[config.mk]
export PLATFORM = sky130hd
export DESIGN_NAME = div_unit
export DESIGN_NICKNAME = d
export VERILOG_FILES = /design/src/rtl/div_unit.sv
export SDC_FILE = /design/constraint.sdc
export NUM_CORES = 1
export LEC_CHECK = 0
export BUFFER_PORTS_ARGS = -buffer_cell sky130_fd_sc_hd__buf_2
export CORE_UTILIZATION = 51
export DETAILED_ROUTE_END_ITERATION = 6
export HOLD_SLACK_MARGIN = 0.12
export PLACE_DENSITY_LB_ADDON = 0.2
export SLEW_MARGIN = 20
export SYNTH_ARGS = -nofsm -noshare
export SYNTH_HDL_FRONTEND = slang
export SYNTH_SLANG_ARGS = --single-unit
[constraint.sdc]
create_clock -name clk_i -period 4.8 [get_ports clk_i]
set_input_delay 0.72 -clock clk_i [delete_from_list [all_inputs] [get_ports clk_i]]
set_output_delay 0.72 -clock clk_i [all_outputs]
set_load 0.02 [all_outputs]
[src/rtl/div_unit.sv]
// Iterative restoring divider for RV32M DIV/DIVU/REM/REMU.
// One quotient bit per cycle; divide-by-zero and signed overflow finish in one cycle.
module div_unit #(
    parameter int XLEN = 32
) (
    input  logic            clk_i,
    input  logic            rst_i,
    input  logic            start_i,
    input  logic [1:0]      div_op_i,
    input  logic [XLEN-1:0] operand_a_i,
    input  logic [XLEN-1:0] operand_b_i,
    output logic            busy_o,
    output logic            valid_o,
    output logic [XLEN-1:0] div_data_o
);

    localparam int CW = $clog2(XLEN);
    localparam logic [CW-1:0] CNT_LAST = CW'(XLEN - 1);
    localparam logic [CW-1:0] CNT_ONE  = CW'(1);

    typedef enum logic [1:0] {
        IDLE = 2'd0,
        CALC = 2'd1,
        DONE = 2'd2
    } state_t;

    state_t          state_r, state_next_s;
    logic [1:0]      op_r;
    logic [XLEN-1:0] dvd_r;       // dividend magnitude; quotient bits shift in from the LSB
    logic [XLEN-1:0] dsr_r;
    logic [XLEN-1:0] rem_r;
    logic [CW-1:0]   cnt_r;
    logic            neg_q_r;
    logic            neg_r_r;
    logic            busy_r;
    logic            valid_r;
    logic [XLEN-1:0] data_r;

    logic            signed_op_s;
    logic            a_neg_s;
    logic            b_neg_s;
    logic            div_zero_s;
    logic            ovf_s;
    logic            special_s;
    logic [XLEN-1:0] special_data_s;
    logic [XLEN:0]   rem_shift_s;
    logic [XLEN:0]   diff_s;
    logic            ge_s;
    logic [XLEN-1:0] rem_next_s;
    logic [XLEN-1:0] quo_next_s;
    logic [XLEN-1:0] result_s;

    function automatic logic [XLEN-1:0] neg_if(input logic cond, input logic [XLEN-1:0] v);
        logic [XLEN-1:0] r;
        if (cond) begin
            r = ~v + {{(XLEN-1){1'b0}}, 1'b1};
        end else begin
            r = v;
        end
        return r;
    endfunction

    // Operand classification, one restoring step, and final sign fixup.
    always_comb begin
        signed_op_s    = ~div_op_i[0];
        a_neg_s        = signed_op_s & operand_a_i[XLEN-1];
        b_neg_s        = signed_op_s & operand_b_i[XLEN-1];
        div_zero_s     = (operand_b_i == {XLEN{1'b0}});
        ovf_s          = signed_op_s
                         && (operand_a_i == {1'b1, {(XLEN-1){1'b0}}})
                         && (operand_b_i == {XLEN{1'b1}});
        special_s      = div_zero_s | ovf_s;
        special_data_s = {XLEN{1'b0}};
        if (div_zero_s) begin
            special_data_s = div_op_i[1] ? operand_a_i : {XLEN{1'b1}};
        end else begin
            special_data_s = div_op_i[1] ? {XLEN{1'b0}} : operand_a_i;
        end

        // Wide partial remainder so DIVU divisors >= 2^(XLEN-1) cannot overflow
        rem_shift_s = {rem_r, dvd_r[XLEN-1]};
        diff_s      = rem_shift_s - {1'b0, dsr_r};
        ge_s        = ~diff_s[XLEN];
        if (ge_s) begin
            rem_next_s = diff_s[XLEN-1:0];
        end else begin
            rem_next_s = rem_shift_s[XLEN-1:0];
        end
        quo_next_s = {dvd_r[XLEN-2:0], ge_s};

        if (op_r[1]) begin
            result_s = neg_if(neg_r_r, rem_next_s);
        end else begin
            result_s = neg_if(neg_q_r, quo_next_s);
        end
    end

    // Next-state logic.
    always_comb begin
        state_next_s = state_r;
        case (state_r)
            IDLE: begin
                if (start_i) begin
                    state_next_s = special_s ? DONE : CALC;
                end else begin
                    state_next_s = IDLE;
                end
            end
            CALC: begin
                if (cnt_r == CNT_LAST) begin
                    state_next_s = DONE;
                end else begin
                    state_next_s = CALC;
                end
            end
            DONE:    state_next_s = IDLE;
            default: state_next_s = IDLE;
        endcase
    end

    // State register.
    always_ff @(posedge clk_i) begin
        if (rst_i) begin
            state_r <= IDLE;
        end else begin
            state_r <= state_next_s;
        end
    end

    // Operand capture, iteration datapath and registered outputs.
    always_ff @(posedge clk_i) begin
        if (rst_i) begin
            op_r    <= 2'd0;
            dvd_r   <= {XLEN{1'b0}};
            dsr_r   <= {XLEN{1'b0}};
            rem_r   <= {XLEN{1'b0}};
            cnt_r   <= {CW{1'b0}};
            neg_q_r <= 1'b0;
            neg_r_r <= 1'b0;
            busy_r  <= 1'b0;
            valid_r <= 1'b0;
            data_r  <= {XLEN{1'b0}};
        end else begin
            busy_r  <= (state_next_s != IDLE);
            valid_r <= (state_next_s == DONE);
            case (state_r)
                IDLE: begin
                    if (start_i) begin
                        op_r    <= div_op_i;
                        dvd_r   <= neg_if(a_neg_s, operand_a_i);
                        dsr_r   <= neg_if(b_neg_s, operand_b_i);
                        rem_r   <= {XLEN{1'b0}};
                        cnt_r   <= {CW{1'b0}};
                        neg_q_r <= a_neg_s ^ b_neg_s;
                        neg_r_r <= a_neg_s;
                        if (special_s) begin
                            data_r <= special_data_s;
                        end
                    end
                end
                CALC: begin
                    rem_r <= rem_next_s;
                    dvd_r <= quo_next_s;
                    cnt_r <= cnt_r + CNT_ONE;
                    if (cnt_r == CNT_LAST) begin
                        data_r <= result_s;
                    end
                end
                default: begin
                end
            endcase
        end
    end

    assign busy_o     = busy_r;
    assign valid_o    = valid_r;
    assign div_data_o = data_r;

endmodule

# Yosys cells after proc, flatten, opt, wreduce, memory -nomap -nowiden
# Index checks and enable logic that the tools add are counted.
[classes] magnitude_cmp=0 n_eq_ne=8 n_bitwise=10 n_reduce_logical=9 muxes=23 div_mod_pow=0 n_shift=0 multipliers=0 add_sub_neg=6
[op_table] operator="32-bit two-way mux" n=14
[op_table] operator="32-bit case mux with 2 select lines" n=3
[op_table] operator="32-bit by 1-bit adder with 32-bit output (second input constant)" n=4
[op_table] operator="32-bit inverter" n=4
[op_table] operator="32-bit == test (second input constant)" n=2
[op_table] operator="33-bit by 32-bit subtractor with 33-bit output" n=1
[op_table] operator="32-bit logical NOT" n=1
[op_table] operator="5-bit case mux with 2 select lines" n=1
[op_table] operator="2-bit two-way mux" n=3
[op_table] operator="2-bit inequality test (second input constant)" n=3
[op_table] operator="5-bit by 1-bit adder with 5-bit output (second input constant)" n=1
[op_table] operator="5-bit == test (second input constant)" n=1
[op_table] operator="5-bit two-way mux" n=1
[op_table] operator="2-bit case mux with 2 select lines" n=1
[op_table] operator="2-bit AND reduction" n=2
[op_table] operator="4-bit AND reduction" n=1
[op_table] operator="2-bit nonzero test" n=2
[op_table] operator="1-bit AND" n=2
[op_table] operator="2-bit by 1-bit == test with 1-bit output (second input constant)" n=1
[op_table] operator="2-bit == test (second input constant)" n=1
[op_table] operator="1-bit logical AND" n=2
[op_table] operator="2-bit logical NOT" n=1
[op_table] operator="1-bit inverter" n=2
[op_table] operator="1-bit bitwise OR" n=1
[op_table] operator="1-bit XOR" n=1
[totals] ramBits=0 regBits=141 mem_count=0 in_bits=69 latchBits=0 mem_bits_ro=0

# Logic depth before layout (Yosys ltp)
# Gate-level depths: netlist of the first run.
[logic_depth] ltp_word=8 mapped_depth=23

# Worst setup path after synthesis of the first run
# Ideal clock, no wire load.
[synth_timing] path_kind="reg-to-reg" from="reg dvd_r[31]" to="reg data_r[30], in the netlist div_data_o[30]" required_time_ns=4.699 n_path_buf=4 setup_slack_ns=-0.207 synth_period_minus_slack_ns=5.007 arrival_ns=4.906 path_stages_with_launch=24 setup_ns=0.101 cell_sequence="dfxtp_1 -> inv_1 -> ha_1 -> fa_1 -> nand2b_1 -> a21o_1 -> a31o_4 -> a211o_1 -> o211a_4 -> inv_2 -> buf_2 -> buf_1 -> clkbuf_1 -> nor2_1 -> a21oi_1 -> ha_1 -> o211ai_1 -> mux2i_1 -> o211ai_1 -> or3b_1 -> buf_2 -> o41ai_1 -> xor2_1 -> o41ai_1"
[synth_via] elab_chain_cells=8 word_cells_on_any_way=12 classes_between="add/sub (3); mux (6); bitwise (3)"
[synth_rtl] item="start, declared" line_no="29" text="logic [XLEN-1:0] dvd_r;"
[synth_rtl] item="start signal, assigned" line_no="134" text="dvd_r <= {XLEN{1'b0}};"
[synth_rtl] item="start signal, assigned" line_no="150" text="dvd_r <= neg_if(a_neg_s, operand_a_i);"
[synth_rtl] item="start signal, assigned" line_no="163" text="dvd_r <= quo_next_s;"
[synth_rtl] item="33-bit by 32-bit subtractor with 33-bit output" line_no="82" text="diff_s = rem_shift_s - {1'b0, dsr_r};"
[synth_rtl] item="32-bit two-way mux / 1-bit inverter (equally long branches)" line_no="84, 83"
[synth_rtl] item="32-bit inverter" line_no="56" text="r = ~v + {{(XLEN-1){1'b0}}, 1'b1};"
[synth_rtl] item="32-bit by 1-bit adder with 32-bit output" line_no="56"
[synth_rtl] item="32-bit two-way mux" line_no="55" text="if (cond) begin"
[synth_rtl] item="32-bit two-way mux (*)" line_no="91" text="if (op_r[1]) begin"
[synth_rtl] item="32-bit two-way mux (*)" line_no="165" text="if (cnt_r == CNT_LAST) begin"
[synth_rtl] item="32-bit case mux with 2 select lines (*)" line_no="146" text="case (state_r)"
[synth_rtl] item="end signal, assigned" line_no="142" text="data_r <= {XLEN{1'b0}};"
[synth_rtl] item="end signal, assigned" line_no="157" text="data_r <= special_data_s;"
[synth_rtl] item="end signal, assigned" line_no="166" text="data_r <= result_s;"
[synth_rtl] item="end, declared" line_no="37" text="logic [XLEN-1:0] data_r;"
# Mark *: on every way between the ends. The rest lies on a longest branch, timed or not. The select of a mux whose other input is x is not followed.
# A chain may end at the register's enable or synchronous reset.

# Final worst setup path of the first run
# Same ends and word-level chain as after synthesis.

==> impl_metrics.py, run 1 <==
metrics = {
    "clock_network": {
        "cts_made_buffers": 17,
        "cts_num_sinks": 140,
        "h-tree-depth": 4,
        "hold_buffers": 0,
        "cts_buffer_depth": 2,
        "clock_latency_ns": 0.44,
        "cts_root_buffer": "clkbuf_16",
        "cts_tree": "built",
        "path_clk_slew_ns": 0.07,
    },
    "pwr": {
        "powerDensity_mw_per_mm2": 357,
        "total_power_mw": 4.66,
        "p_leak_nw": 5.12,
        "ir_drop_uv": 232,
    },
    "placed_design": {
        "place.gp.congestion": 0.932,
        "io_buffers": 102,
        "dp_hpwl_mm": 27.5,
    },
    "detailed_routing": {
        "first_pass_iters": 7,
        "drtAntennaViolNets": 0,
        "vias": 12300,
        "viasPerCell": 6.30,
        "drc": 3,
        "finalWirelength_mm": 37.8,
        "wire_per_inst_um": 19.4,
        "drt_iter0_drc": 1115,
    },
    "worst_setup_path": {
        "crit_path_end_kind": "flip-flop",
        "reg2reg_to": "div_data_o[30]",
        "r2r-start": "dvd_r[31]",
        "crit_type": "flip-flop to flip-flop",
        "crit_fanout": 9,
        "cp_data_required_time_ns": 5.14,
        "rr_worst_depth": 18,
        "r2r_slack_ns": 0.21,
        "start_kind": "flip-flop",
        "crit_arrival_ns": 4.93,
    },
    "floorplanning": {
        "fp.dieW_um": 153,
        "fp.dieH_um": 153,
        "core-area_mm2": 0.0220,
        "pin_count": 103,
        "die_area_mm2": 0.0233,
        "start_util_pct": 52.5,
        "rows": 54,
    },
    "yosys": {
        "synth_seq_area_share_pct": 24.2,
        "synthTopCellsByCount": "nor2_1, nand2_1, a21oi_1, dfxtp_1, clkbuf_1",
        "synth.cell_area_mm2": 0.0116,
        "synth_warnings": 0,
        "syn_inst": 1594,
        "synth_top_area_cell": "dfxtp_1",
        "synth_cell_types": 78,
        "synth_flop_cell": "dfxtp_1",
        "async_reset_ff_share_pct": 0,
        "avgSynthCellArea_um2": 7.26,
        "synth_edf_count": 0,
        "syn_nets": 1703,
        "ys_seq_elements": 140,
        "synth_top_area_share_pct": 24.2,
        "synth_most_common_cell": "nor2_1",
        "ys_top_cells_by_area": "dfxtp_1, a21oi_1, nor2_1",
    },
    "sta": {
        "report.final.slew_viol_count": 0,
        "clock_skew_ns": 0.0110,
        "period_share_pct": 95.6,
        "fin_crit_ns": 4.59,
        "finalHoldViolations": 0,
        "clock.fmax_ghz": 0.218,
        "worst_slew_pin_slew_ns": 1.10,
        "relSlewSlack_pct": 26.4,
        "final-setup-viol-count": 0,
    },
    "status": {
        "violations": "DRC",
        "outcome": "finished, violations left",
    },
    "hold_path": {
        "min_path_cells": 2,
        "hold_end": "dsr_r[22]",
        "hold_path.class": "flip-flop to flip-flop",
        "min_from": "dsr_r[22]",
    },
    "grt": {
        "grt_max_degree": 98,
        "overflow": 0,
        "grt_pass1_wl_mm": 59.8,
        "grt_pass1_vias": 11000,
        "grt_usage_pct": 32.0,
        "antenna_found_initial": 1,
    },
    "layout": {
        "synthToLayoutAreaGrowth_pct": 12.8,
        "nNetsFinal": 1762,
        "drive_gt1_share_pct": 13.6,
        "final_util_pct": 59.3,
    },
    "job": {
        "maxCapViolations": 0,
    },
}
through the flow:
| step | setup WS, ns | TNS [ns] | cells | instance area, um^2 | hold WS, ns |
|---|---|---|---|---|---|
| 5_1_grt | -0.0293 | -0.0731 | 1947 | 13100 | 0.472 |
| 3_5_place_dp | -0.00139 | -0.00139 | 1911 | 12400 | 0.449 |
| 6_report | 0.211 | 0 | 1947 | 13100 | 0.457 |
| 2_1_floorplan | 0.0273 | 0 | 1594 | 11600 | 0.432 |
| 3_3_place_gp | 0.0952 | 0 | 1911 | 12400 | 0.439 |
| 4_1_cts | 0.0369 | 0 | 1943 | 13000 | 0.459 |
layer usage:
metal / track usage (%) / part of all wire, %
met1: 44.3 / 45
met2: 51.4 / 46
met3: 4.29 / 6.7
met4: 9.72 / 2.1
met5: 0 / 0
report_power, final:
group | internal, mW | switching, mW
sequential | 1.23 | 0.0734
combinational | 0.766 | 1.23
clock | 0.749 | 0.610
logic make-up after synthesis:
kind of cell / after synthesis / share of synthesized area [%]
adders and majority gates: 67 / 6.72
xor gates and xnor gates: 124 / 9.38
and+or+nand+nor: 573 / 23.2
muxes: 25 / 2.27
DFF: 140 / 24.2
buffers and inverters: 167 / 5.62
AOI/OAI and AO/OA: 498 / 28.6
state kept, by name, indices dropped and copies added (netlist names), 2 cells and up:
register / cells
cnt_r: 5
div_data_o: 32
dsr_r: 32
dvd_r: 32
rem_r: 32
state_r: 2
worst max-delay path by stage:
stage / from / end / cells after the start
2_1_floorplan: dvd_r[31] / div_data_o[30] / 22
3_3_place_gp: dvd_r[31] / div_data_o[30] / 18
3_5_place_dp: dvd_r[31] / div_data_o[30] / 18
4_1_cts: dvd_r[31] / div_data_o[30] / 18
5_1_grt: dvd_r[31] / div_data_o[26] / 19
6_report: dvd_r[31] / div_data_o[30] / 18
worst max-delay path, stage by stage (launching register included):
cell,delay (ns)
dfxtp_2,0.36
inv_1,0.05
ha_1,0.22
fa_2,0.36
nand2b_4,0.16
a21o_1,0.23
a31o_4,0.27
a2111oi_4,0.32
o211a_4,0.23
inv_4,0.08
a21oi_2,0.18
ha_2,0.21
o211ai_1,0.10
mux2i_1,0.25
o211ai_1,0.19
or3b_4,0.51
o41ai_4,0.36
xor2_1,0.11
o41ai_1,0.29
placed cells by master, fill, tap and decap left out, types with 6 or more instances in the layout:
| cell | count |
|---|---|
| clkbuf_16 | 17 |
| or2_2 | 8 |
| nor2b_1 | 9 |
| and4_1 | 6 |
| dfxtp_1 | 139 |
| o211ai_1 | 23 |
| a311oi_1 | 11 |
| buf_4 | 45 |
| nor3b_1 | 8 |
| and2_1 | 8 |
| nand3_1 | 32 |
| mux2i_1 | 18 |
| o21a_1 | 9 |
| inv_1 | 58 |
| a211o_1 | 8 |
| nor2_1 | 176 |
| a21o_1 | 16 |
| nor3_1 | 36 |
| a21boi_0 | 7 |
| a22oi_1 | 29 |
| o22ai_1 | 8 |
| ha_1 | 38 |
| and3_1 | 24 |
| maj3_1 | 27 |
| nand4_1 | 23 |
| a21oi_1 | 152 |
| a211oi_1 | 35 |
| nand2_1 | 168 |
| a31oi_1 | 34 |
| o21ai_0 | 73 |
| o41ai_1 | 14 |
| xnor2_1 | 70 |
| or3_1 | 20 |
| or4_1 | 8 |
| nor4_1 | 22 |
| o31ai_1 | 18 |
| nand2b_1 | 10 |
| buf_2 | 101 |
| xor2_1 | 54 |
| mux2_2 | 6 |
cell type report:
class	count	area, um^2
well taps	280	350
diodes	1	2.50
repair buffers	148	883
inverters	59	224
flip-flops and latches	140	2800
multi-input cells	1287	8200
clock buffers	18	439
clock inverters	14	151
fillers	2128	8970
timing repair:
item	in CTS	in global routing
cloned	0	0
pin swaps	0	6
setup endpoints to repair	2	8
gates resized for setup	1	10
setup buffers	0	3
(Power assumes the default switching activity.)
==> run 2, diff against run 1 <==
- PLACE_DENSITY: not set -> 0.79
- PLACE_DENSITY_LB_ADDON: 0.2 -> not set
==> run 2 against run 1 <==
The run still ends with DRC left. Register-to-register slack is essentially flat. Die area unchanged. Non-clock buffer count down 6. Maximum frequency up 0.24%. Critical endpoint unchanged. Highest routed layer unchanged.
==> impl_metrics.py, run 2 (synthesis results as in run 1) <==
metrics = {
    "status": {
        "outcome": "finished, violations left",
        "violations": "DRC",
    },
    "floorplanning": {
        "rows": 54,
        "fp.dieW_um": 153,
        "die_area_mm2": 0.0233,
        "core-area_mm2": 0.0220,
        "start_util_pct": 52.5,
        "fp.dieH_um": 153,
        "pin_count": 103,
    },
    "clock_network": {
        "cts_buffer_depth": 2,
        "cts_root_buffer": "clkbuf_16",
        "path_clk_slew_ns": 0.07,
        "clock_latency_ns": 0.44,
        "hold_buffers": 0,
        "cts_num_sinks": 140,
        "post_cts_resized": 0,
        "postCtsSetupBuffers": 0,
        "h-tree-depth": 4,
        "cts_tree": "built",
        "cts_made_buffers": 17,
    },
    "sta": {
        "clock.fmax_ghz": 0.218,
        "clock_skew_ns": 0.0116,
        "worst_slew_pin_slew_ns": 1.08,
        "relSlewSlack_pct": 27.6,
        "period_share_pct": 95.4,
        "finalHoldViolations": 0,
        "final-setup-viol-count": 0,
        "report.final.slew_viol_count": 0,
        "fin_crit_ns": 4.58,
    },
    "placed_design": {
        "place_area_mm2": 0.0124,
        "dp_hpwl_mm": 26.9,
        "io_buffers": 102,
        "place.gp.congestion": 1.02,
    },
    "grt": {
        "grt_pass1_wl_mm": 60.0,
        "grt_usage_pct": 31.7,
        "overflow": 0,
        "grt_max_degree": 98,
        "grt_pass1_vias": 11500,
        "antenna_found_initial": 0,
    },
    "layout": {
        "nNetsFinal": 1756,
        "final_cell_mix": "nor2_1, nand2_1, a21oi_1, dfxtp_1, buf_2",
        "final_common_cell": "nor2_1",
        "synthToLayoutAreaGrowth_pct": 12.2,
        "antennaDiodeCount": 0,
        "drive_gt1_share_pct": 13.4,
        "postLayoutCellArea_mm2": 0.0130,
    },
    "detailed_routing": {
        "drtAntennaViolNets": 0,
        "wire_per_inst_um": 19.1,
        "drc": 1,
        "finalWirelength_mm": 37.1,
        "vias": 12500,
        "viasPerCell": 6.42,
        "first_pass_iters": 7,
        "drt_iter0_drc": 1297,
    },
    "hold_path": {
        "min_from": "div_data_o[6]",
        "min_path_cells": 2,
        "hold_path.class": "flip-flop to flip-flop",
    },
    "pwr": {
        "ir_drop_uv": 247,
        "total_power_mw": 4.55,
        "powerDensity_mw_per_mm2": 351,
        "p_leak_nw": 5.09,
    },
    "worst_setup_path": {
        "crit_type": "flip-flop to flip-flop",
        "start_kind": "flip-flop",
        "rr_worst_depth": 15,
        "path_cells": "inv_1 -> ha_1 -> fa_1 -> nand2b_4 -> a21o_1 -> a31o_4 -> a2111oi_4 -> o211a_4 -> buf_12 -> mux2_4 -> a2111o_1 -> or4_4 -> o41ai_2 -> xor2_1 -> o41ai_1",
        "crit_path_end_kind": "flip-flop",
        "crit_path_max_incr_delay_ns": 0.54,
        "crit_arrival_ns": 4.92,
        "cp_data_required_time_ns": 5.14,
        "crit_fanout": 50,
        "crit_slowest_cell": "or4_4",
        "startpoint": "dvd_r[31]",
        "r2r-start": "dvd_r[31]",
    },
    "job": {
        "maxCapViolations": 0,
    },
}
run 2: cell count changes in the layout (fill, tap and decap cells not counted), sizes merged:
cell      delta
buf          -6
inv          -5
clkinv       +3
clkbuf       +1
clkinvlp     +1
diode        -1
run 2: critical path: cells and delay by family, from the launching register on:
family,cells,cell delay [ns]
AOI/OAI and AO/OA,7,2.00
xor gates and xnor gates,1,0.10
adders and majority gates,2,0.62
buffers and inverters,2,0.31
DFF,1,0.35
muxes,1,0.36
and+or+nand+nor,2,0.71
run 2: final timing paths:
kind | to | slack, ns
max | div_data_o[30] | 0.22
min | div_data_o[6] | 0.46
max reg2reg | div_data_o[30] | 0.22
min reg2reg | div_data_o[6] | 0.46
run 2: per-layer routing:
metal / GRT usage [%] / up-vias / part of all wire [%]
met5: 0 / - / 0
li1: - / 5938 / -
met3: 4.98 / 96 / 8.5
met1: 43.0 / 5796 / 43
met2: 50.7 / 631 / 45
met4: 11.7 / 0 / 3.3
run 2: final cells by class:
class                   instances  area (um^2)
clock buffers                  19          453
fillers                      2064         9040
clock inverters                13          116
multi-input cells            1287         8200
flip-flops and latches        140         2800
well taps                     280          350
inverters                      59          224
repair buffers                142          838
run 2: where the power goes:
part | total [mW] | leakage [nW] | switching [mW] | internal, mW
sequential | 1.30 | 1.14 | 0.0731 | 1.23
combinational | 1.95 | 3.67 | 1.21 | 0.739
clock | 1.31 | 0.276 | 0.566 | 0.741
total | 4.55 | 5.09 | 1.85 | 2.71
run 2: per-stage QoR:
stage / hold slack [ns] / setup WS (ns) / setup TNS (ns) / instances / utilization (%)
global placement: 0.441 / 0.157 / 0 / 1908 / 56.2
CTS: 0.465 / 0.0739 / 0 / 1940 / 58.8
detailed placement: 0.451 / 0.0991 / 0 / 1908 / 56.2
global route: 0.491 / -0.0239 / -0.0387 / 1940 / 59.0
finish: 0.462 / 0.222 / 0 / 1940 / 59.0
floorplan: 0.432 / 0.0273 / 0 / 1594 / -
==> run 3, diff against run 2 <==
- ABC_AREA: not set -> 1
- PLACE_DENSITY: 0.79 -> 0.76
- clock period: 4.8 -> 5.28 ns (I/O delays scaled with it)
==> run 3 against run 2 <==
The run now ends clean. Sequential share of layout area shrank 1.4 points. Sequential power shrank 5%. Maximum frequency shrank 1.7%.
==> impl_metrics.py, run 3 <==
metrics = {
    "clock_network": {
        "cts_tree": "built",
        "cts_made_buffers": 17,
        "cts_num_sinks": 140,
        "path_clk_slew_ns": 0.06,
        "cts_buffer_depth": 2,
        "cts_root_buffer": "clkbuf_16",
        "hold_buffers": 0,
        "postCtsSetupBuffers": 0,
        "h-tree-depth": 4,
        "clock_latency_ns": 0.45,
        "post_cts_resized": 0,
    },
    "grt": {
        "grt_max_degree": 84,
        "grt_pass1_wl_mm": 69.1,
        "antenna_found_initial": 1,
        "grt_pass1_vias": 13300,
        "overflow": 0,
        "grt_usage_pct": 33.8,
    },
    "sta": {
        "relSlewSlack_pct": 27.8,
        "period_share_pct": 88.2,
        "clock_skew_ns": 0.0163,
        "clock.fmax_ghz": 0.215,
        "rsz0062_at_grt": "false",
        "report.final.slew_viol_count": 0,
        "whs_ns": 0.460,
        "fin_setup_tns_ns": 0,
        "worst_slew_pin_slew_ns": 1.08,
        "fin_crit_ns": 4.66,
        "finalHoldViolations": 0,
        "final-setup-viol-count": 0,
    },
    "yosys": {
        "synthTopCellsByCount": "nand2_1, inv_1, a21oi_1, nor2_1, nand3_1",
        "synthXorXnorAreaFrac_pct": 2.97,
        "synth-simple-area-share_pct": 39.0,
        "synth_mux_area_share_pct": 0,
        "synth_edf_count": 0,
        "synth_top_family_by_area": "simple AND/OR/NAND/NOR gates",
        "synthAdderAreaFrac_pct": 4.24,
        "async_reset_ff_share_pct": 0,
        "ys_seq_elements": 140,
        "synth_top_area_share_pct": 22.1,
        "synth.cell_area_mm2": 0.0127,
        "avgSynthCellArea_um2": 5.70,
        "synth_cell_types": 51,
        "synth_most_common_cell": "nand2_1",
        "synth_flop_cell": "dfxtp_1",
        "synth_warnings": 0,
        "syn_nets": 2337,
        "ys_top_cells_by_area": "dfxtp_1, nand2_1, inv_1",
        "syn_inst": 2228,
        "synth_compound_area_share_pct": 19.7,
        "synth_seq_area_share_pct": 22.1,
        "synth_top_area_cell": "dfxtp_1",
    },
    "layout": {
        "nNetsFinal": 2378,
        "fillCellCount": 2538,
        "synthToLayoutAreaGrowth_pct": 9.60,
        "final_common_cell": "nand2_1",
        "final-seq-area_mm2": 0.00280,
        "multi_input_area_mm2": 0.00839,
        "antennaDiodeCount": 0,
        "drive_gt1_share_pct": 9.38,
        "final_cell_mix": "nand2_1, inv_1, a21oi_1, nor2_1, nand3_1",
    },
    "placed_design": {
        "dp_hpwl_mm": 32.5,
        "place.gp.congestion": 0.996,
        "io_buffers": 102,
    },
    "floorplanning": {
        "pin_count": 103,
        "core-area_mm2": 0.0244,
        "die_area_mm2": 0.0255,
        "start_util_pct": 52.1,
        "rows": 57,
        "fp.dieH_um": 160,
        "fp.dieW_um": 160,
    },
    "worst_setup_path": {
        "crit_path_max_incr_delay_ns": 0.45,
        "start_kind": "flip-flop",
        "crit_path_end_kind": "flip-flop",
        "crit_arrival_ns": 4.95,
        "path_delay_family": "simple AND/OR/NAND/NOR gates",
        "crit_type": "flip-flop to flip-flop",
        "worst-path-stages": 30,
        "crit_fanout": 7,
        "crit_top_cell": "nand2_1",
        "rr_worst_depth": 30,
        "crit_slowest_cell": "nor4_1",
        "path_buf_inv": 3,
        "cp_data_required_time_ns": 5.57,
    },
    "pwr": {
        "total_power_mw": 6.08,
        "p_leak_nw": 6.80,
        "ir_drop_uv": 294,
        "powerDensity_mw_per_mm2": 437,
    },
    "detailed_routing": {
        "drtAntennaViolNets": 0,
        "wire_per_inst_um": 16.6,
        "finalWirelength_mm": 43.2,
        "drc": 0,
        "vias": 15000,
        "first_pass_iters": 6,
        "viasPerCell": 5.77,
        "drt_iter0_drc": 1782,
    },
    "hold_path": {
        "min_path_cells": 2,
        "hold_path.class": "flip-flop to flip-flop",
    },
    "job": {
        "maxCapViolations": 0,
    },
    "status": {
        "outcome": "completed",
    },
}
[run 3: cell types whose count changed after synthesis, sizes merged, moves of 36 or more]
cell	delta
nand2	+540
inv	+233
nand3	+136
o21ai	+95
xnor2	-51
a21oi	+39
a211oi	-36
[run 3: per-stage QoR]
step | instances | util [%] | worst slack, ns | instance area [um^2]
floorplan | 2228 | - | 1.33 | 12700
global placement | 2574 | 54.7 | 0.991 | 13300
detailed placement | 2574 | 54.7 | 0.830 | 13300
CTS | 2605 | 57.1 | 0.793 | 13900
global route | 2605 | 57.1 | 0.247 | 13900
finish | 2605 | 57.1 | 0.623 | 13900
[run 3: final cells by class]
| type | count | area share (%) |
|---|---|---|
| flip-flops and latches | 140 | 20.1 |
| clock buffers | 17 | 3.06 |
| well taps | 324 | 2.91 |
| inverters | 295 | 7.96 |
| repair buffers | 116 | 4.53 |
| clock inverters | 14 | 1.14 |
| multi-input cells | 1699 | 60.3 |
[run 3: final timing paths]
kind / startpoint / end / slack (ns)
setup / recovery: dvd_r[31] / div_data_o[24] / 0.62
hold / removal: div_data_o[25] / div_data_o[25] / 0.46
setup reg to reg: dvd_r[31] / div_data_o[24] / 0.62
hold reg to reg: div_data_o[25] / div_data_o[25] / 0.46
[run 3: worst register-to-register path, delay by kind of cell (launching register included)]
family | cells | cell delay [ns]
buf+inv | 3 | 0.21
compound gates | 4 | 0.45
flops | 1 | 0.33
fa+ha+maj | 3 | 0.81
simple gates | 20 | 2.71
[run 3: logic make-up after synthesis]
kind of cell             count (synthesis)
AO/OA/AOI/OAI                          454
XOR/XNOR                                43
adder cells (fa/ha/maj)                 43
buffers and inverters                  389
flip-flops                             140
AND/OR/NAND/NOR                       1159
[run 3: report_power, final]
group | internal, mW | total (mW) | switching, mW | leakage, nW
Clock | 0.703 | 1.24 | 0.533 | 0.287
Sequential | 1.15 | 1.24 | 0.0906 | 1.14
Combinational | 1.08 | 3.60 | 2.52 | 5.37
[run 3: layer usage]
layer | track usage (%) | routed length [um]
met1 | 47.9 | 19100
met2 | 51.4 | 18500
met3 | 4.99 | 4060
met4 | 12.9 | 1450
met5 | 0 | 17
